**src/rtl/ex_mem_stage.sv**
```systemverilog
// Execute stage and EX/MEM pipeline register for a 64-bit RISC-V 5-stage pipeline.
// All state updates happen on the falling edge of clk. A small FSM squashes wrong-path captures after a taken branch.
module ex_mem_stage #(
    parameter int XLEN         = 64,
    parameter int SQUASH_DEPTH = 2
) (
    input  logic            clk,
    input  logic            rst_n,
    input  logic            stall,
    input  logic            flush,
    input  logic            valid_in,
    input  logic [XLEN-1:0] pc_in,
    input  logic [XLEN-1:0] readdata1,
    input  logic [XLEN-1:0] readdata2,
    input  logic [XLEN-1:0] immgen_val,
    input  logic [3:0]      funct_in,
    input  logic [4:0]      rd_in,
    input  logic            MemtoReg,
    input  logic            RegWrite,
    input  logic            Branch,
    input  logic            MemWrite,
    input  logic            MemRead,
    input  logic            ALUsrc,
    input  logic [1:0]      ALU_op,
    output logic [XLEN-1:0] alu_result_store,
    output logic [XLEN-1:0] writedata_store,
    output logic [4:0]      rd_store,
    output logic            MemtoReg_store,
    output logic            RegWrite_store,
    output logic            MemWrite_store,
    output logic            MemRead_store,
    output logic            valid_store,
    output logic [XLEN-1:0] branch_target,
    output logic            pc_src,
    output logic            squashing
);

    localparam int          SHW   = $clog2(XLEN);
    localparam logic [1:0]  DEPTH = 2'(SQUASH_DEPTH);

    typedef enum logic {
        RUN    = 1'b0,
        SQUASH = 1'b1
    } state_t;

    state_t          state_q, state_d;
    logic [1:0]      cnt_q, cnt_d;
    logic [XLEN-1:0] alu_result_store_q, alu_result_store_d;
    logic [XLEN-1:0] writedata_store_q, writedata_store_d;
    logic [4:0]      rd_store_q, rd_store_d;
    logic            MemtoReg_store_q, MemtoReg_store_d;
    logic            RegWrite_store_q, RegWrite_store_d;
    logic            MemWrite_store_q, MemWrite_store_d;
    logic            MemRead_store_q, MemRead_store_d;
    logic            valid_store_q, valid_store_d;
    logic [XLEN-1:0] branch_target_q, branch_target_d;
    logic            pc_src_q, pc_src_d;

    logic [XLEN-1:0] op_b;
    logic [XLEN-1:0] diff;
    logic [SHW-1:0]  shamt;
    logic [3:0]      eff_funct;
    logic [XLEN-1:0] alu_out;
    logic            br_cond;
    logic            capture;
    logic            live;
    logic            taken;

    // ALU and branch comparator
    always_comb begin
        op_b      = ALUsrc ? immgen_val : readdata2;
        diff      = readdata1 - op_b;
        shamt     = op_b[SHW-1:0];
        eff_funct = funct_in;
        // I-type only uses funct7[5] to pick srai over srli
        if (ALU_op == 2'b11 && funct_in[2:0] != 3'b101) begin
            eff_funct = {1'b0, funct_in[2:0]};
        end
        alu_out = '0;
        case (ALU_op)
            2'b00: alu_out = readdata1 + op_b;
            2'b01: alu_out = diff;
            default: begin
                case (eff_funct)
                    4'b0000: alu_out = readdata1 + op_b;
                    4'b1000: alu_out = diff;
                    4'b0111: alu_out = readdata1 & op_b;
                    4'b0110: alu_out = readdata1 | op_b;
                    4'b0100: alu_out = readdata1 ^ op_b;
                    4'b0001: alu_out = readdata1 << shamt;
                    4'b0101: alu_out = readdata1 >> shamt;
                    4'b1101: alu_out = $signed(readdata1) >>> shamt;
                    default: alu_out = '0;
                endcase
            end
        endcase
        br_cond = 1'b0;
        case (funct_in[2:0])
            3'b000:  br_cond = (diff == '0);
            3'b001:  br_cond = (diff != '0);
            3'b100:  br_cond = ($signed(readdata1) < $signed(op_b));
            3'b101:  br_cond = ($signed(readdata1) >= $signed(op_b));
            default: br_cond = 1'b0;
        endcase
    end

    // Pipeline register load, kill and squash FSM next state
    always_comb begin
        capture = !stall || flush;
        live    = valid_in && !flush && (state_q == RUN);
        taken   = live && Branch && br_cond;

        state_d            = state_q;
        cnt_d              = cnt_q;
        alu_result_store_d = alu_result_store_q;
        writedata_store_d  = writedata_store_q;
        rd_store_d         = rd_store_q;
        MemtoReg_store_d   = MemtoReg_store_q;
        RegWrite_store_d   = RegWrite_store_q;
        MemWrite_store_d   = MemWrite_store_q;
        MemRead_store_d    = MemRead_store_q;
        valid_store_d      = valid_store_q;
        branch_target_d    = branch_target_q;
        pc_src_d           = pc_src_q;

        if (capture) begin
            alu_result_store_d = alu_out;
            writedata_store_d  = readdata2;
            rd_store_d         = rd_in;
            MemtoReg_store_d   = MemtoReg;
            RegWrite_store_d   = live && RegWrite;
            MemWrite_store_d   = live && MemWrite;
            MemRead_store_d    = live && MemRead;
            valid_store_d      = live;
            branch_target_d    = pc_in + (immgen_val << 1);
            pc_src_d           = taken;

            if (state_q == SQUASH) begin
                cnt_d = cnt_q - 2'd1;
                if (cnt_q == 2'd1) begin
                    state_d = RUN;
                end
            end else if (taken) begin
                state_d = SQUASH;
                cnt_d   = DEPTH;
            end
        end
    end

    always_ff @(negedge clk or negedge rst_n) begin
        if (!rst_n) begin
            state_q            <= RUN;
            cnt_q              <= '0;
            alu_result_store_q <= '0;
            writedata_store_q  <= '0;
            rd_store_q         <= '0;
            MemtoReg_store_q   <= 1'b0;
            RegWrite_store_q   <= 1'b0;
            MemWrite_store_q   <= 1'b0;
            MemRead_store_q    <= 1'b0;
            valid_store_q      <= 1'b0;
            branch_target_q    <= '0;
            pc_src_q           <= 1'b0;
        end else begin
            state_q            <= state_d;
            cnt_q              <= cnt_d;
            alu_result_store_q <= alu_result_store_d;
            writedata_store_q  <= writedata_store_d;
            rd_store_q         <= rd_store_d;
            MemtoReg_store_q   <= MemtoReg_store_d;
            RegWrite_store_q   <= RegWrite_store_d;
            MemWrite_store_q   <= MemWrite_store_d;
            MemRead_store_q    <= MemRead_store_d;
            valid_store_q      <= valid_store_d;
            branch_target_q    <= branch_target_d;
            pc_src_q           <= pc_src_d;
        end
    end

    assign alu_result_store = alu_result_store_q;
    assign writedata_store  = writedata_store_q;
    assign rd_store         = rd_store_q;
    assign MemtoReg_store   = MemtoReg_store_q;
    assign RegWrite_store   = RegWrite_store_q;
    assign MemWrite_store   = MemWrite_store_q;
    assign MemRead_store    = MemRead_store_q;
    assign valid_store      = valid_store_q;
    assign branch_target    = branch_target_q;
    assign pc_src           = pc_src_q;
    assign squashing        = (state_q != RUN);

endmodule

```
**config.mk**
```make
export PLATFORM = sky130hd
export DESIGN_NAME = ex_mem_stage
export DESIGN_NICKNAME = d
export VERILOG_FILES = /design/src/rtl/ex_mem_stage.sv
export SDC_FILE = /design/constraint.sdc
export NUM_CORES = 2
export LEC_CHECK = 0
export CAP_MARGIN = 10
export CORE_MARGIN = 5
export CORE_UTILIZATION = 57
export CTS_CLUSTER_SIZE = 30
export DETAILED_ROUTE_END_ITERATION = 10
export PLACE_DENSITY_LB_ADDON = 0.2
export SLEW_MARGIN = 20
export SYNTH_ARGS = -nofsm -noshare
export SYNTH_HDL_FRONTEND = slang
export SYNTH_SLANG_ARGS = --single-unit
```
**constraint.sdc**
```tcl
create_clock -name clk -period 3.2 [get_ports clk]
set_input_delay 0.64 -clock clk [delete_from_list [all_inputs] [get_ports clk]]
set_output_delay 0.64 -clock clk [all_outputs]
set_load 0.05 [all_outputs]
```
==> results of run 1 <==
[through the flow]
step | hold slack [ps] | std cells | util | setup slack [ps] | area [sq um]
2_1_floorplan | 403 | 4581 | - | -3550 | 33700
3_3_place_gp | 415 | 7043 | 0.904 | -4130 | 51800
3_5_place_dp | 454 | 7043 | 0.904 | -4520 | 51800
[cells by family after synthesis]
| family | after synthesis |
|---|---|
| AND/OR/NAND/NOR | 1558 |
| AO/OA/AOI/OAI | 1464 |
| buffers and inverters | 539 |
| multiplexers | 420 |
| adder cells (fa/ha/maj) | 260 |
| flip-flops | 206 |
| XOR/XNOR | 134 |
==> results.txt, run 1 <==
Run status - stopped before the end
Stop stage - clock tree synthesis
First Err - [ERROR DPL-0038] Utilization greater than 100%, impossible to legalize
Post-synth top flop - dfrtn_1
Clock Root Buffer - clkbuf_16
Number of cell rows - 88
Top cells by count, synth - nand2_1, nor2_1, a21oi_1
Post-synth top area share - 0.157
Clk sinks - 206
Cts repair resizes - 1145
Synth area leaders - dfrtn_1, mux2i_1, ha_1
Ys Warns - 0
Hold buffers post-CTS - 0
Multiplexer share of the synthesized area - 0.143
Setup bufs post-CTS - 220
Die Y - 250 um
Cells after Synth - 4581
CTS Buf Count - 26
Gpl congestion - 1.30
Most numerous cell in the Yosys netlist - nand2_1
Post-Syn Nets - 5119
Synth Area in Simple Gates - 0.212
Adder-Cell Fraction of Synth Area - 0.0999
Initial Util - 0.572
Sequential cell area fraction in the yosys report - 0.157
Post-synthesis xor/xnor area fraction - 0.0358
Die Wd - 250 um
Max Root-Sink Buffers - 3
Yosys reg bits - 206
Final HPWL DP - 169 mm
Post-synth ARST share - 1.00
# H-tree levels - 1
I/O pin count - 482
Compound-Gate Fraction of Synth Area - 0.287
Largest family of logic cells by synthesized area - compound AO/OA/AOI/OAI gates
Synthesized area - 32800 sq um
Synth unique cells - 106
# port buffers - 481
Mean Syn Cell Area - 7.16 sq um
Post-synth EDFFs - 0
Synth area leader - dfrtn_1
==> run 2, diff against run 1 <==
--- a/config.mk
+++ b/config.mk
@@ -7,10 +7,9 @@
 export LEC_CHECK = 0
 export CAP_MARGIN = 10
 export CORE_MARGIN = 5
-export CORE_UTILIZATION = 57
-export CTS_CLUSTER_SIZE = 30
+export CORE_UTILIZATION = 40
 export DETAILED_ROUTE_END_ITERATION = 10
-export PLACE_DENSITY_LB_ADDON = 0.2
+export PLACE_DENSITY_LB_ADDON = 0.15
 export SLEW_MARGIN = 20
 export SYNTH_ARGS = -nofsm -noshare
 export SYNTH_HDL_FRONTEND = slang
==> run 2 against run 1 <==
Compared with the run above:
- synthesized cell count did not move
- synthesized area did not move
- the flow now finishes, with violations (setup timing)
==> results.txt, run 2 <==
Synth unique cells - 106
Ys Warns - 0
Synth area leaders - dfrtn_1, mux2i_1, ha_1
WP data required - 2040 ps
Critical-path cell list - clkdlybuf4s50_1 -> inv_1 -> ha_4 -> buf_4 -> buf_4 -> nor2_1 -> o21ai_1 -> buf_4 -> nand2_1 -> a21o_1 -> o21a_1 -> nor3_2 -> buf_4 -> o41ai_4 -> xnor2_1 -> buf_4 -> nand4_1 -> or4b_4 -> nor4_4 -> mux2_4 -> o2bb2ai_2
Largest net degree at the start of global routing - 73
Max-slew headroom - 0.364
Die Y - 296 um
Vias - 46900
Crit-path most repeated cell - buf_4
CP Depth - 21
Clock Root Buffer - clkbuf_16
Worst Hold Class - reg -> reg
Vias in the first global route - 45500
Place WS - -4520 ps
Part of the power in registers - 0.155
CTS tree - done
DR pass1 iterations - 10
Worst skew pair latency - 580 ps
I/O pin count - 482
Leakage - 27.3 nW
Final Hold Vio Count - 0
Tot Pwr - 0.0234 W
Multi-input logic area - 28900 sq um
CP max-delay cell - or4b_4
Critical path class - in -> reg
Initial DRC Count - 5746
# port buffers - 481
Cell area after placement - 53600 sq um
CP Capture Type - flop
VDD IR-drop max - 0.558 mV
Sequential cell area fraction in the yosys report - 0.157
Clock power share - 0.141
Filler cells - 6400
Startpoint types - input pin
Antenna violations before repair - 8
Post-route design area - 58700 sq um
R2R cell count - 7
Hold buffers post-CTS - 0
Max Root-Sink Buffers - 3
Run status - complete, but fails checks
Final WS setup - -3150 ps
Vias per cell - 6.11
Yosys reg bits - 206
Mean Syn Cell Area - 7.16 sq um
Data arrival, critical path - 5180 ps
Buf+Inv Stages, Crit Path - 7
RSZ-0062 raised after global routing - true
# H-tree levels - 1
Worst Clk Skew - 5.78 ps
Commonest non-fill, non-tap cell in the layout - buf_4
Clk slew on worst S/H paths - 50 ps
R2R Setup Slk - 1390 ps
Endpoints failing setup - 363
Sw frac - 0.462
Cells after Synth - 4581
Power per standard cell area - 398 nW/um^2
Initial Util - 0.401
Min-Delay Path Depth - 1
Grt ovf - 0
Gpl congestion - 1.08
Logic gate share of total power - 0.705
Die Wd - 296 um
Post-synth ARST share - 1.00
Sequential cell area - 5150 sq um
Area Overhead vs Synth - 79.1%
Most frequent cells in the layout - buf_4, nand2_1, nor2_1, a21oi_1, mux2i_1
Top cells by count, synth - nand2_1, nor2_1, a21oi_1
Post-synth top flop - dfrtn_1
Crit-path leading delay family - buffers and inverters
CTS Buf Count - 29
Final HPWL DP - 172 mm
Clk sinks - 206
Post-synth EDFFs - 0
Ratio of cells with drive above 1 in the final layout - 0.403
DRC Markers - 0
Worst path max stage delay - 570 ps
Worst-margin pin slew - 945 ps
NetSw - 0.0108 W
Biggest fanout along the worst timing path - 4
Synth area leader - dfrtn_1
Post-Syn Nets - 5119
Core area - 81700 sq um
Slew Limit Fails - 0
Power Internal - 0.0126 W
First-pass GRT wire length - 300 mm
Die Area - 87800 sq um
Failing checks - setup timing
Drt wl/cell - 27.9 um
Gr usage total - 0.457
Post-detailed-route count of antenna-violating nets - 0
Final WL - 214 mm
Synthesized area - 32800 sq um
Most numerous cell in the Yosys netlist - nand2_1
Final #Nets - 7112
Number of cell rows - 105
Max Cap Viol - 0
Post-synth top area share - 0.157
[run 2: worst reg2reg max path: stages, from the launching register on]
cell and delay (ps):
dfrtn_1 420, nor4b_2 310, buf_4 210, nand2_1 60, a2111oi_1 290, buf_4 210, nor2_1 60, o2bb2ai_2 110
[run 2: path summary, 6_finish.rpt]
check	start	to
max	readdata1[24]	cnt_q[0]$_DFFE_NN0P_
min	cnt_q[0]$_DFFE_NN0P_	cnt_q[0]$_DFFE_NN0P_
max reg2reg	squashing$_DFFE_NN0P_	cnt_q[0]$_DFFE_NN0P_
min reg2reg	cnt_q[0]$_DFFE_NN0P_	cnt_q[0]$_DFFE_NN0P_
max in group asynchronous	rst_n	branch_target[63]$_DFFE_NN0P_
min in group asynchronous	rst_n	branch_target[1]$_DFFE_NN0P_
[run 2: final cells by class]
cell class | instances | share of cell area
Sequential cell | 206 | 0.0878
Clock inverter | 15 | 0.00252
Clock buffer | 35 | 0.0134
Antenna cell | 7 | 0.000298
Inverter | 217 | 0.0141
Timing Repair Buffer | 2284 | 0.367
Multi-Input combinational cell | 3836 | 0.492
Tap cell | 1070 | 0.0228
[run 2: metrics by stage]
step	cells	util	setup TNS, ps	hold WS, ps
2_1_floorplan	4581	-	-244740	403
3_3_place_gp	7501	0.656	-406680	422
3_5_place_dp	7501	0.656	-415570	430
4_1_cts	7621	0.699	-301870	430
5_1_grt	7664	0.718	-326780	432
6_report	7670	0.718	-309960	429
[run 2: power groups by stage]
stage / clock network (W) / logic, W / registers (W)
2_1_floorplan: 0 / 0.00523 / 0.00479
3_3_place_gp: 0 / 0.0146 / 0.00362
3_5_place_dp: 0 / 0.0147 / 0.00364
4_1_cts: 0.00333 / 0.0155 / 0.00360
5_1_grt: 0.00343 / 0.0170 / 0.00366
6_report: 0.00329 / 0.0165 / 0.00361
[run 2: timing repair]
action | 4_1_cts | 5_1_grt
endpoints found under the setup margin | 355 | 387
setup buffers | 67 | 47
resized for setup | 442 | 288
gates cloned | 9 | 0
pin swaps | 121 | 137
[run 2: logic make-up after synthesis]
kind of cell | count (synthesis) | share of synthesized area
XOR/XNOR | 134 | 0.0358
flip-flops | 206 | 0.157
buffers and inverters | 539 | 0.0648
AND/OR/NAND/NOR | 1558 | 0.212
AO/OA/AOI/OAI | 1464 | 0.287
adder cells (fa/ha/maj) | 260 | 0.0999
multiplexers | 420 | 0.143
[run 2: layer usage]
layer / vias up / track usage / wire length, um
met5: - / 0 / 20
met2: 3038 / 0.693 / 90200
met3: 815 / 0.107 / 21900
li1: 20700 / - / -
met4: 2 / 0.386 / 24600
met1: 22300 / 0.548 / 77000
Power figures use the tool's default switching activity.
